<file path="config.mk">
export PLATFORM = sky130hd
export DESIGN_NAME = cory_unpack_ser
export DESIGN_NICKNAME = d
export VERILOG_FILES = /design/src/rtl/cory_unpack_ser.sv
export SDC_FILE = /design/constraint.sdc
export NUM_CORES = 1
export LEC_CHECK = 0
export CORE_ASPECT_RATIO = 0.6
export CORE_UTILIZATION = 50
export DETAILED_ROUTE_END_ITERATION = 10
export GPL_TIMING_DRIVEN = 0
export PLACE_DENSITY_LB_ADDON = 0.25
export SYNTH_ARGS = -nofsm -noshare
export SYNTH_HDL_FRONTEND = slang
export SYNTH_SLANG_ARGS = --single-unit
export TNS_END_PERCENT = 50
</file>
<file path="constraint.sdc">
create_clock -name clk -period 1.7 [get_ports clk]
set_input_delay 0.17 -clock clk [delete_from_list [all_inputs] [get_ports clk]]
set_output_delay 0.17 -clock clk [all_outputs]
set_load 0.02 [all_outputs]
</file>
<file path="src/rtl/cory_unpack_ser.sv">
// Width down-converter: each accepted N*M-bit word leaves as M N-bit beats, LS beat first.
// Optional short-word support (per-word beat count) is compiled in by CORY_UNPACK_SER_LEN_EN.
module cory_unpack_ser #(
  parameter int N = 8,
  parameter int M = 4,
  localparam int A = N * M,
  localparam int C = (M > 1) ? $clog2(M) : 1
) (
  input  logic         clk,
  input  logic         reset_n,
  input  logic         i_a_v,
  input  logic [A-1:0] i_a_d,
`ifdef CORY_UNPACK_SER_LEN_EN
  input  logic [C-1:0] i_a_len,
`endif
  output logic         o_a_r,
  output logic         o_z_v,
  output logic [N-1:0] o_z_d,
  output logic         o_z_last,
  input  logic         i_z_r
);

  localparam logic [C-1:0] LAST_MAX = C'(M - 1);

  logic [A-1:0]        buf_q, buf_d;
  logic [C-1:0]        cnt_q, cnt_d;
  logic                full_q, full_d;
  logic [C-1:0]        last_idx;
  logic [M-1:0][N-1:0] beats;
  logic                a_fire;
  logic                z_fire;

`ifdef CORY_UNPACK_SER_LEN_EN
  localparam logic [C:0] M_EXT = (C + 1)'(M);
  logic [C-1:0] len_q, len_d;

  // Out-of-range lengths are clamped once at load so the counter never runs past the word.
  always_comb begin
    len_d = len_q;
    if (a_fire) begin
      len_d = ({1'b0, i_a_len} >= M_EXT) ? LAST_MAX : i_a_len;
    end
  end

  always_ff @(posedge clk or negedge reset_n) begin
    if (!reset_n) begin
      len_q <= '0;
    end else begin
      len_q <= len_d;
    end
  end

  assign last_idx = len_q;
`else
  assign last_idx = LAST_MAX;
`endif

  assign beats = buf_q;

  always_comb begin
    o_z_v    = full_q;
    o_z_d    = beats[cnt_q];
    o_z_last = full_q && (cnt_q == last_idx);
    // Ready may follow i_z_r combinationally so a new word can load as the last beat leaves.
    o_a_r    = !full_q || (i_z_r && o_z_last);
    a_fire   = i_a_v && o_a_r;
    z_fire   = o_z_v && i_z_r;
  end

  always_comb begin
    buf_d  = buf_q;
    cnt_d  = cnt_q;
    full_d = full_q;
    if (a_fire) begin
      buf_d  = i_a_d;
      cnt_d  = '0;
      full_d = 1'b1;
    end else if (z_fire) begin
      if (o_z_last) begin
        cnt_d  = '0;
        full_d = 1'b0;
      end else begin
        cnt_d  = cnt_q + 1'b1;
      end
    end
  end

  always_ff @(posedge clk or negedge reset_n) begin
    if (!reset_n) begin
      buf_q  <= '0;
      cnt_q  <= '0;
      full_q <= 1'b0;
    end else begin
      buf_q  <= buf_d;
      cnt_q  <= cnt_d;
      full_q <= full_d;
    end
  end

endmodule

</file>
-- Word level (Yosys, flattened, before mapping)
Cells that the tools add are included.
- multiplexer cells: 8
- eq/ne operators: 1
- shift operators: 0
- divide/modulo/power cells: 0
- magnitude comparators: 1
- $add $sub $neg: 1
- reduce and logical (&&, ||, !) cells: 9
- $mul: 0
- bitwise gates (word level): 0
- operators by type and width (operator ; count):
    $bmux W8 S2 ; 1
    $mux W8 ; 1
    $mux W2 ; 3
    $logic_and A1 B1 Y1 ; 4
    $reduce_bool A2 Y1 ; 2
    $lt A2 B3 Y1 const B ; 1
    $mux W1 ; 3
    $add A2 B1 Y2 const B ; 1
    $eq A2 B2 Y1 const B ; 1
    $reduce_and A2 Y1 ; 1
    $logic_not A1 Y1 ; 1
    $logic_or A1 B1 Y1 ; 1
- memories: 0
- latch bits: 0
- memory bits (read-only): 0
- output and inout port bits: 11
- logic and storage cells: 23
- input bits: 36
- flip-flop bits (word level): 35
- memory bits (writable): 0

-- Logic depth before layout (Yosys ltp)
- depth in word-level cells: 7
- depth in mapped cells: 5
- gate-level depth less buffers: 3

-- Worst setup path after synthesis
Ideal clock, no wire load.
- path kind: register to output
- from: register cnt_q[0]
- to: output port o_a_r
- path slack: 0.330 ns
- path buffers: 1
- cell stages (with the launch flop): 5
- arrival time: 1.200 ns
- data required time: 1.530 ns
- cells stage by stage: dfrtp_1 ha_1 a21boi_2 buf_4 inv_1
- cells in the longest elaborated chain, start to end: 4
- RTL lines (element ; line ; text):
    start: declaration ; 26 ; logic [C-1:0] cnt_q, cnt_d;
    start signal: assignment ; 95 ; cnt_q <= cnt_d;
    $eq A2 B2 Y1 ; 63 ; o_z_last = full_q && (cnt_q == last_idx);
    $logic_and A1 B1 Y1 ; 63 ;
    $logic_and A1 B1 Y1 ; 65 ; o_a_r = !full_q || (i_z_r && o_z_last);
    $logic_or A1 B1 Y1 ; 65 ;
    end: declaration ; 16 ; output logic o_a_r,
No other way between the ends.

-- Worst setup path after layout
- from: register cnt_q[0]
- to: output port o_z_d[2]
- cells in the longest elaborated chain, start to end: 2
- RTL lines (element ; line ; text):
    $bmux W8 S2 ; 62 ; o_z_d = beats[cnt_q];
    $mux W8 (implied by the code) ; 62 ;
    end: declaration ; 18 ; output logic [N-1:0] o_z_d,
No other way between the ends. The select of a mux whose other input is x is not followed.

==> key figures <==
Setup path
  • CP arrival: 1560 ps
  • WS Path Type: flip-flop to primary output
  • Cell Chain, Critical Path: clkbuf_16 > mux4_2 > buf_2
  • Slowest cell on the critical path: mux4_2
  • CP peak stage delay: 490 ps
  • Crit-path max FO: 4
  • Crit. End Element: primary output
  • Critical Path RT: 1530 ps
  • CP Launch Type: flip-flop

STA
  • RSZ-0062 raised after global routing: yes
  • Worst slew pin tran: 755 ps
  • Final hold viol count: 0
  • Clk_skew: 5.03 ps
  • Worst hold slack: ~130 ps
  • Finish-stage setup viols: 7
  • Max Slew Vio Count: 0
  • Setup_tns: -102 ps
  • Max_slew headroom: around half
  • Crit path time final: 1730 ps
  • Fin crit share: 102%
  • Final setup margin: -31.5 ps
  • Maximum operating frequency: 578 MHz

Global route
  • Number of global-route vias before repair: roughly 1600
  • Largest net degree at the start of global routing: 36
  • M2 GR Usage: 40.0%
  • Initial antenna violation count: 0
  • Busiest grt layer: met2
  • Remaining global-route overflow: 0
  • Tot GR Track Use: about a quarter
  • Met3 GRT Util: 7.27%
  • Met1 Usage GRT: a little under a third
  • First-pass GRT wire length: 7570 um

Yosys
  • Multiplexer share of the synthesized area: 8.91%
  • Flops & latches, synth: 35
  • Adder-cell share of the synthesized area: 0.618%
  • Largest family of logic cells by synthesized area: compound AO/OA/AOI/OAI gates
  • Syn Nets: about 210
  • Sequential area share after synthesis: ~43%
  • Syn Inst Count: 169
  • Compound-gate portion of the synthesized area: 26.5%
  • Post-synthesis cell area: 2020 sq um
  • Library cells used by synthesis: 21
  • Synth Warn #: 0
  • Mean Syn Cell Area: 12.0 sq um
  • Xor and xnor fraction of the mapped netlist area: 0%
  • Synth Area in Simple Gates: under 10%

Route
  • Via Count: 1519
  • Routed wire length: around 4700 um
  • Vias per inst: around 5.4
  • First-pass DRT Iterations: 7
  • Residual DRC count: 6
  • Routed wire per std cell: between 15 and 20 um
  • Number of antenna-violating nets in the routed design: 0
  • Initial DRC Count: 54

Clock network
  • Longest Clk Path Bufs: 2
  • Worst-path clk slew: around 70 ps
  • H-Tree Depth: 2
  • Worst skew pair latency: 290 ps
  • Sink Count: 35
  • CTS tree: built
  • TritonCTS Buffers: 5
  • CTS Root Buffer Type: clkbuf_8

Die
  • Die width: between 80 and 90 um
  • Initial Utilization: 53.7%
  • Die area: 4310 sq um
  • Num rows: 17
  • Die Y: 51.3 um
  • # IOs: 47
  • Core area: 3760 sq um

Pwr
  • Cell Pwr Density: 1740 nW/um^2
  • Total chip power: 4.75 mW
  • Worst vdd ir: 0.720 mV
  • Pleak: 1.24 nW

Final layout
  • Fin cells: around 280
  • Share of cells above drive strength 1: a little over a third
  • Area growth, synth to finish: 35.2%
  • Final nets: 268
  • Ant. Diodes: 0

Placed design
  • IO Port Bufs: 45
  • DP Cell Count: 261
  • GPL Wtd Cong: 0.719
  • Placement Setup Slack: -350 ps
  • HPWL after DPL: ~3300 um

Outcome
  • Status: finished, violations left
  • Failing checks: DRC, setup timing

Run
  • Maxcap violations: 0

Hold path
  • Worst Hold Class: input port to flip-flop
## cell families (layout without fill, tap and decap cells)
logic type / Yosys count / in the layout
buffers and inverters: 49 / 112
flip-flops: 35 / 35
adder cells (fa/ha/maj): 1 / 1
AND/OR/NAND/NOR: 41 / 41
multiplexers: 8 / 8
AO/OA/AOI/OAI: 35 / 35
## metrics by stage
step	utilization, %	instance area (sq um)
2_1_floorplan	-	2020
3_3_place_gp	67.3	2530
3_5_place_dp	67.1	2530
4_1_cts	70.3	2650
5_1_grt	72.6	2740
6_report	72.6	2740
## per-layer routing
layer	part of all wire, %	wire length (um)	up-vias
li1	-	-	720
met1	45	2100	749
met2	48	2240	43
met3	5.9	275	7
met4	1.3	60	0
met5	0	0	-
## power breakdown
group	switching (mW)	leakage, nW	internal (mW)	total [mW]
sequential	0.275	0.423	1.24	1.52
combinational	1.11	0.768	1.47	2.58
clock	0.286	0.0515	0.369	0.655
total	1.67	1.24	3.08	4.75
## cells in the final DEF (no fill, tap or decap), drive strengths merged
master	instances
a21boi	1
dlygate4sd3	1
and2b	1
or2	1
clkdlybuf4s50	34
a32o	1
o32ai	32
nand2b	1
a31o	1
mux4	8
nand2	34
inv	33
dlygate4sd2	1
dfrtp	35
and3	2
ha	1
nor4bb	1
clkbuf	14
and2	1
buf	29
## flip-flops by register name (all words and copies together) (netlist names)
name   count
cnt_q      2
o_z_v      1
beats     32
## synthesized netlist by cell type, drive strengths merged
cell type	instances	area (sq um)
a21boi	1	11.3
a31o	1	8.76
a32o	1	10.0
and2	1	6.26
and2b	1	7.51
and3	2	17.5
buf	12	98.8
clkbuf	4	15.0
dfrtp	35	876
ha	1	12.5
inv	33	124
mux4	8	180
nand2	34	128
nand2b	1	6.26
nor4bb	1	10.0
o32ai	32	505
or2	1	6.26
## path summary, 6_finish.rpt
| path | slack, ps | cells past startpoint | start | endpoint |
|---|---|---|---|---|
| max | -30 | 3 | cnt_q[0] | o_z_d[2] |
| min | 130 | 2 | i_a_v | o_z_v |
| max reg2reg | 240 | 5 | cnt_q[0] | beats[28] |
| min reg2reg | 560 | 2 | beats[29] | beats[29] |
| max in group asynchronous | 690 | 2 | reset_n | cnt_q[0] |
| min in group asynchronous | 490 | 2 | reset_n | beats[21] |
## worst max-delay path: cells and delay by family (launching register included)
| family | cells | cell delay (ps) |
|---|---|---|
| buffers and inverters | 2 | 340 |
| flip-flops | 1 | 430 |
| multiplexers | 1 | 490 |
## timing repair
item,in CTS,in global routing
pin swaps,1,0
resized for setup,41,11
hold buffers,1,0
buffers inserted,2,6
cloned,0,1
setup endpoints to repair,10,9
endpoints found under the hold margin,35,0
## final cells by class
class / count / area (sq um)
Buffer: 16 / 133
Tap cell: 47 / 58.8
Multi-Input combinational cell: 85 / 930
Fill cell: 247 / 1030
Timing Repair Buffer: 55 / 513
Inverter: 33 / 124
Clock buffer: 8 / 100
Sequential cell: 35 / 877
No activity file was read; power rests on OpenSTA's default activity.
